$ cat src/rtl/fwd_hazard_unit_n_pkg.sv
// rtl/fwd_hazard_unit_n_pkg.sv - shared types and helpers for the forwarding/hazard unit
//   FWD_RF      : forward select value meaning "use register file"
//   fsm_state_t : RUN / LU_STALL / MEM_WAIT / ERROR
//   sel_w(n)    : select width able to encode 0..n
package pnr_fwd_pkg;

  localparam int FWD_RF = 0;

  typedef enum logic [1:0] {
    RUN      = 2'd0,
    LU_STALL = 2'd1,
    MEM_WAIT = 2'd2,
    ERROR    = 2'd3
  } fsm_state_t;

  function automatic int sel_w(input int n);
    return $clog2(n + 1);
  endfunction

endpackage

$ cat src/rtl/fwd_hazard_unit_n_fwd_select.sv
// rtl/fwd_hazard_unit_n_fwd_select.sv - priority forward-source match for one operand
//   rs_label      in  : operand register label
//   rd_label_stg  in  : rd per post-EX stage, stage 1 in LSBs
//   reg_wb_en_stg in  : write enable per stage
//   is_load_stg   in  : load flag per stage
//   fwd_sel       out : 0 = register file, k = stage k
//   fwd_ld        out : selected source carries load data
module fwd_select
  import pnr_fwd_pkg::*;
#(
  parameter  int REG_ADDR_W = 5,
  parameter  int NUM_STAGES = 2,
  localparam int SEL_W      = sel_w(NUM_STAGES)
) (
  input  logic [REG_ADDR_W-1:0]            rs_label,
  input  logic [NUM_STAGES*REG_ADDR_W-1:0] rd_label_stg,
  input  logic [NUM_STAGES-1:0]            reg_wb_en_stg,
  input  logic [NUM_STAGES-1:0]            is_load_stg,
  output logic [SEL_W-1:0]                 fwd_sel,
  output logic                             fwd_ld
);

  always_comb begin
    fwd_sel = SEL_W'(FWD_RF);
    fwd_ld  = 1'b0;
    // Walk oldest to youngest so the youngest matching producer is the last writer.
    for (int k = NUM_STAGES - 1; k >= 0; k--) begin
      if (reg_wb_en_stg[k] && (rs_label != '0) &&
          (rd_label_stg[k*REG_ADDR_W +: REG_ADDR_W] == rs_label)) begin
        fwd_sel = SEL_W'(k + 1);
        fwd_ld  = is_load_stg[k];
      end
    end
  end

endmodule

$ cat src/rtl/fwd_hazard_unit_n.sv
// rtl/fwd_hazard_unit_n.sv - N-stage forwarding, load-use hazard and memory-wait control
//   clk_i, rst_i (async, active-high)
//   rs1/rs2_label_id_i, rs1/rs2_label_ex_i, rd_label_ex_i, reg_wb_en_ex_i, is_load_ex_i
//   rd_label_stg_i, reg_wb_en_stg_i, is_load_stg_i : post-EX stages, stage 1 in LSBs
//   mem_ready_i, flush_i
//   forward_a/b_o, forward_a/b_ld_o : forward select and load-data tag per operand
//   stall_o, mem_stall_o, mem_timeout_o, stall_cnt_o
module fwd_hazard_unit_n
  import pnr_fwd_pkg::*;
#(
  parameter  int REG_ADDR_W       = 5,
  parameter  int NUM_STAGES       = 2,
  parameter  int LOAD_READY_STAGE = 2,
  parameter  int MEM_TIMEOUT      = 64,
  parameter  int CNT_W            = 16,
  localparam int SEL_W            = sel_w(NUM_STAGES)
) (
  input  logic                             clk_i,
  input  logic                             rst_i,
  input  logic [REG_ADDR_W-1:0]            rs1_label_id_i,
  input  logic [REG_ADDR_W-1:0]            rs2_label_id_i,
  input  logic [REG_ADDR_W-1:0]            rs1_label_ex_i,
  input  logic [REG_ADDR_W-1:0]            rs2_label_ex_i,
  input  logic [REG_ADDR_W-1:0]            rd_label_ex_i,
  input  logic                             reg_wb_en_ex_i,
  input  logic                             is_load_ex_i,
  input  logic [NUM_STAGES*REG_ADDR_W-1:0] rd_label_stg_i,
  input  logic [NUM_STAGES-1:0]            reg_wb_en_stg_i,
  input  logic [NUM_STAGES-1:0]            is_load_stg_i,
  input  logic                             mem_ready_i,
  input  logic                             flush_i,
  output logic [SEL_W-1:0]                 forward_a_o,
  output logic [SEL_W-1:0]                 forward_b_o,
  output logic                             forward_a_ld_o,
  output logic                             forward_b_ld_o,
  output logic                             stall_o,
  output logic                             mem_stall_o,
  output logic                             mem_timeout_o,
  output logic [CNT_W-1:0]                 stall_cnt_o
);

  localparam int WAIT_W = $clog2(MEM_TIMEOUT + 1);

  fsm_state_t        state, state_nxt;
  logic [WAIT_W-1:0] wait_cnt, wait_cnt_nxt;
  logic              hz;
  logic              mem_cond;
  logic              err;

  fwd_select #(.REG_ADDR_W(REG_ADDR_W), .NUM_STAGES(NUM_STAGES)) u_fwd_a (
    .rs_label      (rs1_label_ex_i),
    .rd_label_stg  (rd_label_stg_i),
    .reg_wb_en_stg (reg_wb_en_stg_i),
    .is_load_stg   (is_load_stg_i),
    .fwd_sel       (forward_a_o),
    .fwd_ld        (forward_a_ld_o)
  );

  fwd_select #(.REG_ADDR_W(REG_ADDR_W), .NUM_STAGES(NUM_STAGES)) u_fwd_b (
    .rs_label      (rs2_label_ex_i),
    .rd_label_stg  (rd_label_stg_i),
    .reg_wb_en_stg (reg_wb_en_stg_i),
    .is_load_stg   (is_load_stg_i),
    .fwd_sel       (forward_b_o),
    .fwd_ld        (forward_b_ld_o)
  );

  function automatic logic id_match(input logic [REG_ADDR_W-1:0] rs,
                                    input logic [REG_ADDR_W-1:0] rd);
    return (rs != '0) && (rs == rd);
  endfunction

  // A load is a hazard while its data is not yet forwardable: in EX, or in any
  // post-EX stage that precedes LOAD_READY_STAGE.
  always_comb begin
    hz = 1'b0;
    if (reg_wb_en_ex_i && is_load_ex_i &&
        (id_match(rs1_label_id_i, rd_label_ex_i) || id_match(rs2_label_id_i, rd_label_ex_i)))
      hz = 1'b1;
    for (int k = 0; k < NUM_STAGES; k++) begin
      if ((k + 1 < LOAD_READY_STAGE) && reg_wb_en_stg_i[k] && is_load_stg_i[k] &&
          (id_match(rs1_label_id_i, rd_label_stg_i[k*REG_ADDR_W +: REG_ADDR_W]) ||
           id_match(rs2_label_id_i, rd_label_stg_i[k*REG_ADDR_W +: REG_ADDR_W])))
        hz = 1'b1;
    end
  end

  assign mem_cond      = is_load_stg_i[0] & ~mem_ready_i;
  assign err           = (state == ERROR);
  assign mem_stall_o   = (mem_cond | err) & ~rst_i;
  // A full-pipeline freeze already holds the younger instructions, so no bubble.
  assign stall_o       = hz & ~flush_i & ~mem_stall_o & ~rst_i;
  assign mem_timeout_o = err;

  always_ff @(posedge clk_i or posedge rst_i) begin
    if (rst_i) begin
      state    <= RUN;
      wait_cnt <= '0;
    end else begin
      state    <= state_nxt;
      wait_cnt <= wait_cnt_nxt;
    end
  end

  always_comb begin
    state_nxt    = state;
    wait_cnt_nxt = wait_cnt;
    case (state)
      RUN, LU_STALL: begin
        wait_cnt_nxt = '0;
        if (mem_cond)
          state_nxt = MEM_WAIT;
        else if (hz && !flush_i)
          state_nxt = LU_STALL;
        else
          state_nxt = RUN;
      end
      MEM_WAIT: begin
        if (mem_ready_i) begin
          state_nxt    = RUN;
          wait_cnt_nxt = '0;
        end else if (wait_cnt == WAIT_W'(MEM_TIMEOUT - 1)) begin
          state_nxt = ERROR;
        end else begin
          wait_cnt_nxt = wait_cnt + 1'b1;
        end
      end
      default: state_nxt = ERROR;
    endcase
  end

  always_ff @(posedge clk_i or posedge rst_i) begin
    if (rst_i)
      stall_cnt_o <= '0;
    else if ((stall_o | mem_stall_o) && !(&stall_cnt_o))
      stall_cnt_o <= stall_cnt_o + 1'b1;
  end

  // Load data from a stage before it is ready must never be consumed un-stalled.
  a_no_early_load: assert property (@(posedge clk_i) disable iff (rst_i)
    !(!stall_o &&
      ((forward_a_ld_o && forward_a_o != '0 && int'(forward_a_o) < LOAD_READY_STAGE) ||
       (forward_b_ld_o && forward_b_o != '0 && int'(forward_b_o) < LOAD_READY_STAGE))));

endmodule
$ cat config.mk
export PLATFORM = sky130hd
export DESIGN_NAME = fwd_hazard_unit_n
export DESIGN_NICKNAME = d
export VERILOG_FILES = /design/src/rtl/fwd_hazard_unit_n_pkg.sv /design/src/rtl/fwd_hazard_unit_n_fwd_select.sv /design/src/rtl/fwd_hazard_unit_n.sv
export SDC_FILE = /design/constraint.sdc
export NUM_CORES = 1
export LEC_CHECK = 0
export CORE_MARGIN = 5
export CORE_UTILIZATION = 40
export CTS_BUF_LIST = sky130_fd_sc_hd__clkbuf_16
export CTS_CLUSTER_DIAMETER = 100
export DETAILED_ROUTE_END_ITERATION = 7
export GPL_ROUTABILITY_DRIVEN = 0
export PLACE_DENSITY = 0.74
export RECOVER_POWER = 50
export SLEW_MARGIN = 20
export SYNTH_ARGS = -nofsm -noshare
export SYNTH_HDL_FRONTEND = slang
export SYNTH_SLANG_ARGS = --single-unit
export TNS_END_PERCENT = 50
$ cat constraint.sdc
create_clock -name clk_i -period 2.5 [get_ports clk_i]
set_input_delay 0.375 -clock clk_i [delete_from_list [all_inputs] [get_ports clk_i]]
set_output_delay 0.375 -clock clk_i [all_outputs]
set_load 0.01 [all_outputs]
# Yosys cells after proc, flatten, opt, wreduce, memory -nomap -nowiden
# Index checks and enable logic that the tools add are counted.
# Widths: inputs -> output; s select.
[totals]
register_bits = 25
inputBits = 45
output_inout_bits = 25
word_cells = 79
[classes]
n_addsub = 2
eq_ne = 14
mux = 18
bitwise_logic = 11
reduce_logical = 31
[op_table]
columns = ["operator", "n"]
rows = [
  ["$eq 5x5->1", 8],
  ["$reduce_bool 5->1", 4],
  ["$logic_and 1x1->1", 18],
  ["$add 16x1->16 const B", 1],
  ["$reduce_and 16->1", 1],
  ["$mux 2", 7],
  ["$mux 7", 2],
  ["$pmux 7 s2", 1],
  ["$add 7x1->7 const B", 1],
  ["$eq 7x6->1 const B", 1],
  ["$mux 1", 7],
  ["$ne 3x3->1 const B", 2],
  ["$and 1x1->1", 5],
  ["$eq 2x2->1 const B", 2],
  ["$not 1->1", 4],
  ["$pmux 2 s2", 1],
  ["$eq 2x1->1 const B", 1],
  ["$logic_not 1->1", 2],
  ["$logic_not 2->1", 1],
  ["$logic_or 1x1->1", 2],
  ["$or 1x1->1", 2],
  ["$reduce_and 2->1", 1],
  ["$reduce_bool 2->1", 1],
  ["$reduce_or 2->1", 1],
]

# Logic depth before layout (Yosys ltp)
# Gate-level depths: netlist (run 1).
[logic_depth]
ltp_word = 11
depth_mapped = 8

# By module
# Synthesis (run 1) repeated with hierarchy kept, for this count alone.
[unflattened]
hier_cells = 197
area_unflattened_um2 = 1860.5
[by_module_without_submodules]
columns = ["module", "n_inst", "cells_each", "area_per_inst_um2", "seq_area_each_um2"]
rows = [
  ["fwd_hazard_unit_n", 1, 159, 1540.2, 625.6],
  ["fwd_select", 2, 19, 160.2, 0.0],
]

# Worst setup path before layout (run 1)
# OpenSTA, ideal clock, no wires.
[synth_path]
path_type = "input-to-output"
start = "input port rs1_label_ex_i[1]"
end = "output port forward_a_ld_o"
arrival_time_ns = 1.902
required_ns = 2.125
slack_ns = 0.223
path_stages = 5
cell_sequence = "or4_1 -> nor2_1 -> nor4_1 -> nor4_1 -> a22o_1"
[synth_between]
elab_chain_cells = 5
[synth_lines]
columns = ["item", "line", "source"]
rows = [
  ["start: declaration", "fwd_hazard_unit_n.sv:22", "input logic [REG_ADDR_W-1:0] rs1_label_ex_i,"],
  ["$reduce_bool 5->1", "fwd_hazard_unit_n_fwd_select.sv:28", "if (reg_wb_en_stg[k] && (rs_label != '0) &&"],
  ["$logic_and 1x1->1 (2 in a row)", "fwd_hazard_unit_n_fwd_select.sv:28", ""],
  ["$mux 1", "fwd_hazard_unit_n_fwd_select.sv:28", ""],
  ["$mux 1 (*)", "fwd_hazard_unit_n_fwd_select.sv:28", ""],
  ["end: declaration", "fwd_hazard_unit_n.sv:34", "output logic forward_a_ld_o,"],
]
# Mark *: on every way between the ends. The rest lies on a longest branch, timed or not.

# Final worst setup path (run 1)
[layout_path]
start = "input port rs2_label_id_i[4]"
end = "output port stall_o"
[layout_between]
elab_chain_cells = 9
[layout_lines]
columns = ["item", "line", "source"]
rows = [
  ["start: declaration", "fwd_hazard_unit_n.sv:21", "input logic [REG_ADDR_W-1:0] rs2_label_id_i,"],
  ["$eq 5x5->1 / $reduce_bool 5->1 (equally long branches)", "n/a", ""],
  ["$logic_and 1x1->1", "fwd_hazard_unit_n.sv:70", "return (rs != '0) && (rs == rd);"],
  ["$logic_or 1x1->1", "fwd_hazard_unit_n.sv:78", "(id_match(rs1_label_id_i, rd_label_ex_i) || id_match(rs2_label_id_i, rd_label_ex_i)))"],
  ["$logic_and 1x1->1", "fwd_hazard_unit_n.sv:77", "if (reg_wb_en_ex_i && is_load_ex_i &&"],
  ["$mux 1", "fwd_hazard_unit_n.sv:77", ""],
  ["$mux 1 (*)", "fwd_hazard_unit_n.sv:81", "if ((k + 1 < LOAD_READY_STAGE) && reg_wb_en_stg_i[k] && is_load_stg_i[k] &&"],
  ["$and 1x1->1 (*) (3 in a row)", "fwd_hazard_unit_n.sv:92", "assign stall_o = hz & ~flush_i & ~mem_stall_o & ~rst_i;"],
  ["end: declaration", "fwd_hazard_unit_n.sv:36", "output logic stall_o,"],
]
# Marked as above.

==> out/results.ini, run 1 <==
[status]
status=finished clean

[place]
portBuffers=69
pre_cts_ws_ns=-0.574
placed_cell_area_um2=2850
dpl.cell_count=354
hpwlAfterDp_um=4230

[setup_path]
cpMaxStageDelayCell=clkdlybuf4s50_1
required_ns=2.12
worst-r2r-setup-slack_ns=0.37
crit_fanout=3
worstPathArrival_ns=2.07
crit_type=input port to output port
crit_family=buffers and inverters
critPathBufInv=3
end_kind=output port
slowest_delay_ns=0.47
worstPathCellList=clkdlybuf4s50_1 -> or4_4 -> nor2_4 -> nor4_1 -> buf_4 -> o2111ai_4 -> nand2_1 -> buf_2
worst_setup_path_start_kind=input port

[die]
num_rows=24
start_util=0.415
die_y_um=77.5
die_w_um=77.5
core_area_um2=4380
die_area_um2=6000
io_pins=70

[synthesis]
synth_compound_area_frac=0.0887
yosys.area.top_type=dfrtp_1
synth_xor_area_frac=0.260
netlist_area_um2=1820
synth_top_family_by_area=XOR/XNOR gates
ys_types=35
synth_warnings=0
syn-num-nets=245
syn_avg_cell_area_um2=9.19
synthTopCellsByArea=dfrtp_1 34%, xnor2_1 17%, xor2_1 8.7%, nand4_1 3.8%, nand3_1 3.3%
ys_ff_latch=25
synthArstFlopShare=1.00
synth_mux_area_frac=0.0206
synth_edf_count=0
netlist_instances=198
synth-simple-area-share=0.258
yosysSeqAreaShare=0.344
synth_fa_ha_area_frac=0.0137
ys.flop_type=dfrtp_1
synth_top_area_frac=0.344

[timing]
fmax_mhz=410
period_needed_ns=2.44
maxSlewHeadroom=0.125
layout_setup_ws_ns=0.0595
period_share=0.976
fin_tns_setup_ns=0
setup_viol=0
slew_viol_final=0
holdWs_ns=0.490
hold_violations=0
fin_skew_ns=0.00226
worst_slew_pin_slew_ns=1.31

[routing]
top_layer_used=met4
dr_wl_met3_um=400
dr.pass1.iters=4
dr_wl_met2_um=2680
routed-via-count=1928
wl_met1_um=2150
drc=0
viasPerCell=5.28
drt_iter0_drc=126
totalWireLength_um=5320
routedWlPerCell_um=14.6
ant_nets=0

[clock_tree]
numCtsBuffers=3
clock_path_buffers=2
root_buffer=clkbuf_16
cts_tree=done
clkSinkCount=25
clkTransAtPathRegs_ns=0.06
clkLatencyLatePin_ns=0.26
htreeDepth=1

[power_and_ir_drop]
power_density_nw_per_um2=425
ir_drop_mv=0.294
p_leak_nw=1.39
finalPower_mw=1.31

[final_layout]
final_util=0.705
layout_commonest_cell=buf_4
finish.net_count=361
n_antenna_cell=0
drive_gt1_frac=0.227
finalNonFillerCells=365
syn2layout_area_growth_pct=69.7
layout_common_cells=43 x buf_4, 36 x xnor2_1, 35 x clkdlybuf4s50_1
stdcell_area_um2=3090

[global_route]
antenna_found_initial=0
grt_max_degree=26
grt_pass1_vias=2042
grt_util_all_layers=0.173
grt_pass1_wl_um=8690
grt_overflow=0

[job]
drv_cap=0

[hold_path]
min_path_type=flip-flop to flip-flop

kinds of logic after synthesis:
family,Yosys count
simple gates,84
xor+xnor,54
flops,25
compound gates,23
buf+inv,7
mux,3
fa+ha+maj,2
worst reg2reg max path, stage by stage (launching register included):
cell	delay, ns
dfrtp_1	0.44
and4_1	0.21
and2_1	0.19
and4_1	0.27
a21boi_1	0.29
and3_1	0.33
nand4_1	0.15
xnor2_1	0.15
synth_stat cells (2+ instances only):
| library cell | count |
|---|---|
| o211ai_1 | 2 |
| inv_1 | 4 |
| clkbuf_1 | 2 |
| o21ai_0 | 5 |
| xnor2_1 | 36 |
| o2111ai_2 | 2 |
| nand2b_1 | 2 |
| and2_1 | 4 |
| mux2_1 | 2 |
| a31oi_1 | 3 |
| nor3b_1 | 2 |
| and3_1 | 6 |
| o21ai_1 | 2 |
| a21oi_1 | 4 |
| xor2_1 | 18 |
| dfrtp_1 | 25 |
| nor2_1 | 9 |
| or4_1 | 3 |
| nand4_1 | 11 |
| nor3_1 | 6 |
| nand3_1 | 12 |
| a22o_1 | 2 |
| ha_1 | 2 |
| and4_1 | 4 |
| nand2_1 | 13 |
| nor4_1 | 8 |
routing by layer:
metal	up-vias	GRT usage
li1	952	-
met1	905	0.180
met2	65	0.334
met3	6	0.0347
met4	0	0.0670
met5	-	0
state kept, by name (all words and copies together), names as in the netlist:
name and flops:
stall_cnt_o 16, wait_cnt 7, state 2
cell type report:
class,instances,area [um2]
well taps,52,65.1
multi-input cells,166,1290
clock inverters,1,3.75
clock buffers,3,75.1
inverters,4,15.0
fillers,332,1290
flip-flops and latches,25,626
repair buffers,114,1010
what timing repair did:
action,4_1_cts,5_1_grt
pin swaps,10,12
resized for setup,38,20
hold buffers,0,0
buffers inserted,4,3
endpoints found under the setup margin,11,11
power breakdown:
group          switching, mW  total, mW  internal (mW)
Sequential            0.0580      0.507          0.449
Combinational          0.195      0.457          0.262
Clock                  0.135      0.348          0.214
Total                  0.388       1.31          0.926
path summary, 6_finish.rpt:
check | startpoint | to | depth (start not counted)
max | rs2_label_id_i[4] | stall_o | 8
min | stall_cnt_o[8] | stall_cnt_o[8] | 1
max reg2reg | stall_cnt_o[6] | stall_cnt_o[7] | 7
min reg2reg | stall_cnt_o[8] | stall_cnt_o[8] | 1
max in group asynchronous | rst_i | stall_cnt_o[12] | 3
min in group asynchronous | rst_i | state[0] | 3
(Power assumes the default switching activity.)
==> inputs of run 2 (changes only) <==
Settings changed: ABC_CLOCK_PERIOD_IN_PS from default to 2500.
==> results of run 2 <==
No change in the layout: final DEF, timing and power equal those of run 1.
==> inputs of run 3 (changes only) <==
Settings changed: REMOVE_ABC_BUFFERS from default to 1.
==> run 3 against run 2 <==
The flow now finishes with violations (negative setup slack). First-iteration DRC count decreased by 4.8%. Sequential cell count unchanged. Sequential power about the same. Utilization decreased by 1.8 points. Combinational power about the same.
==> out/results.ini, run 3 (same netlist as run 1, synthesis figures left out) <==
[status]
status=complete, but fails checks
violations=negative setup slack

[setup_path]
r2r-start=stall_cnt_o[6]
critPathBufInv=4
worst_setup_path_start_kind=input port
crit_start=rs2_label_ex_i[3]
reg2reg_depth=7
cpMaxStageDelayCell=or4_4
critPathMostFrequentCell=buf_4
crit_type=input port to output port
end_kind=output port
worstPathArrival_ns=2.15
worst-r2r-setup-slack_ns=0.32
crit_cells=9
slowest_delay_ns=0.50
endpoint=forward_b_ld_o
worstPathCellList=dlygate4sd2_1 -> or4_4 -> nor2_4 -> nor4_4 -> nor4_2 -> buf_4 -> buf_4 -> a22o_1 -> buf_2
crit_family=simple AND/OR/NAND/NOR gates
required_ns=2.12
r2r-end=stall_cnt_o[11]
crit_fanout=2

[job]
drv_cap=0

[place]
pre_cts_ws_ns=-0.504
placed_cell_area_um2=2830
portBuffers=69
hpwlAfterDp_um=4190

[timing]
fmax_mhz=396
period_needed_ns=2.53
fin_skew_ns=0.00788
setup_viol=1
slew_viol_final=0
holdWs_ns=0.480
worst_slew_pin_slew_ns=1.35
maxSlewHeadroom=0.101
rsz0062_at_grt=yes
hold_violations=0
layout_setup_ws_ns=-0.0266
period_share=1.01

[power_and_ir_drop]
ir_drop_mv=0.269
p_sw_frac=0.301
power_frac_comb=0.343
p_clk_frac=0.274
finalPower_mw=1.33
p_int_mw=0.926
p_leak_nw=1.29
power_frac_seq=0.383
power_density_nw_per_um2=440
netSwitchingPower_mw=0.399

[routing]
dr.pass1.iters=4
drc=0
routedWlPerCell_um=14.8
viasPerCell=5.36
totalWireLength_um=5320
drt_iter0_drc=120
ant_nets=0
routed-via-count=1929

[final_layout]
syn2layout_area_growth_pct=65.3
finish.net_count=356
largest_register=stall_cnt_o
stdcell_area_um2=3010
layout_common_cells=40 x clkdlybuf4s50_1, 39 x buf_4, 36 x xnor2_1
layout_commonest_cell=clkdlybuf4s50_1
top_regs=stall_cnt_o (16), wait_cnt (7), state (2)
num-fill-cells=347
largest_reg_flops=16
n_antenna_cell=0
drive_gt1_frac=0.208

[die]
io_pins=70
num_rows=24
die_area_um2=6000
die_y_um=77.5
start_util=0.415
die_w_um=77.5
core_area_um2=4380

[global_route]
grt_util_all_layers=0.174
antenna_found_initial=0
grt_pass1_wl_um=8750
grt_overflow=0
grt_max_degree=26
grt_pass1_vias=2057

[clock_tree]
clkTransAtPathRegs_ns=0.07
clock_path_buffers=2
htreeDepth=1
root_buffer=clkbuf_16
cts_tree=done
numCtsBuffers=3
ctsHoldBuffers=0
clkLatencyLatePin_ns=0.26
clkSinkCount=25

[hold_path]
min_path_type=flip-flop to flip-flop

==> run 3: worst reg2reg max path, delay by kind of cell (launching register included) <==
family           cells  cell delay (ns)
AO/OA/AOI/OAI        1             0.32
XOR/XNOR             1             0.14
flip-flops           1             0.43
AND/OR/NAND/NOR      5             1.18
==> run 3: power groups by stage <==
stage                     Combinational, mW  Clock [mW]  Sequential (mW)
final                                 0.455       0.363            0.508
after global routing                  0.493       0.384            0.517
after CTS                             0.453       0.366            0.508
after detailed placement              0.451           0            0.516
after global placement                0.436           0            0.515
after floorplan                       0.172           0            0.523
==> run 3: how the worst min path moves through the flow <==
stage / start / end / slack (ns) / cells after the start
after floorplan: rst_i / stall_cnt_o[0] / 0.41 / 1
after global placement: stall_cnt_o[9] / stall_cnt_o[9] / 0.47 / 1
after detailed placement: stall_cnt_o[8] / stall_cnt_o[8] / 0.48 / 1
after CTS: stall_cnt_o[8] / stall_cnt_o[8] / 0.49 / 1
after global routing: stall_cnt_o[9] / stall_cnt_o[9] / 0.51 / 1
final: stall_cnt_o[8] / stall_cnt_o[8] / 0.48 / 1
==> run 3: cell type report <==
| type | count | area [um2] | area share |
|---|---|---|---|
| clock inverters | 1 | 7.51 | 0.00249 |
| inverters | 4 | 15.0 | 0.00499 |
| clock buffers | 3 | 75.1 | 0.0249 |
| flip-flops and latches | 25 | 626 | 0.208 |
| multi-input cells | 166 | 1260 | 0.420 |
| well taps | 52 | 65.1 | 0.0216 |
| repair buffers | 109 | 958 | 0.319 |
==> run 3: layer usage <==
layer / part of all wire / GRT usage
met1: 0.40 / 0.182
met2: 0.50 / 0.332
met3: 0.076 / 0.0405
met4: 0.023 / 0.0653
met5: 0 / 0
==> run 3: repair_timing <==
item,in CTS,in global routing
resized for setup,37,16
endpoints found under the setup margin,8,21
gates cloned,0,0
pin swaps,10,7
buffers inserted,5,0
==> run 3: stage by stage <==
stage                     cells  utilization  setup TNS [ns]
after floorplan             195            -               0
after global placement      351        0.645           -4.62
after detailed placement    351        0.645           -5.25
after CTS                   360        0.676          -0.149
after global routing        360        0.686          -0.345
final                       360        0.686         -0.0266
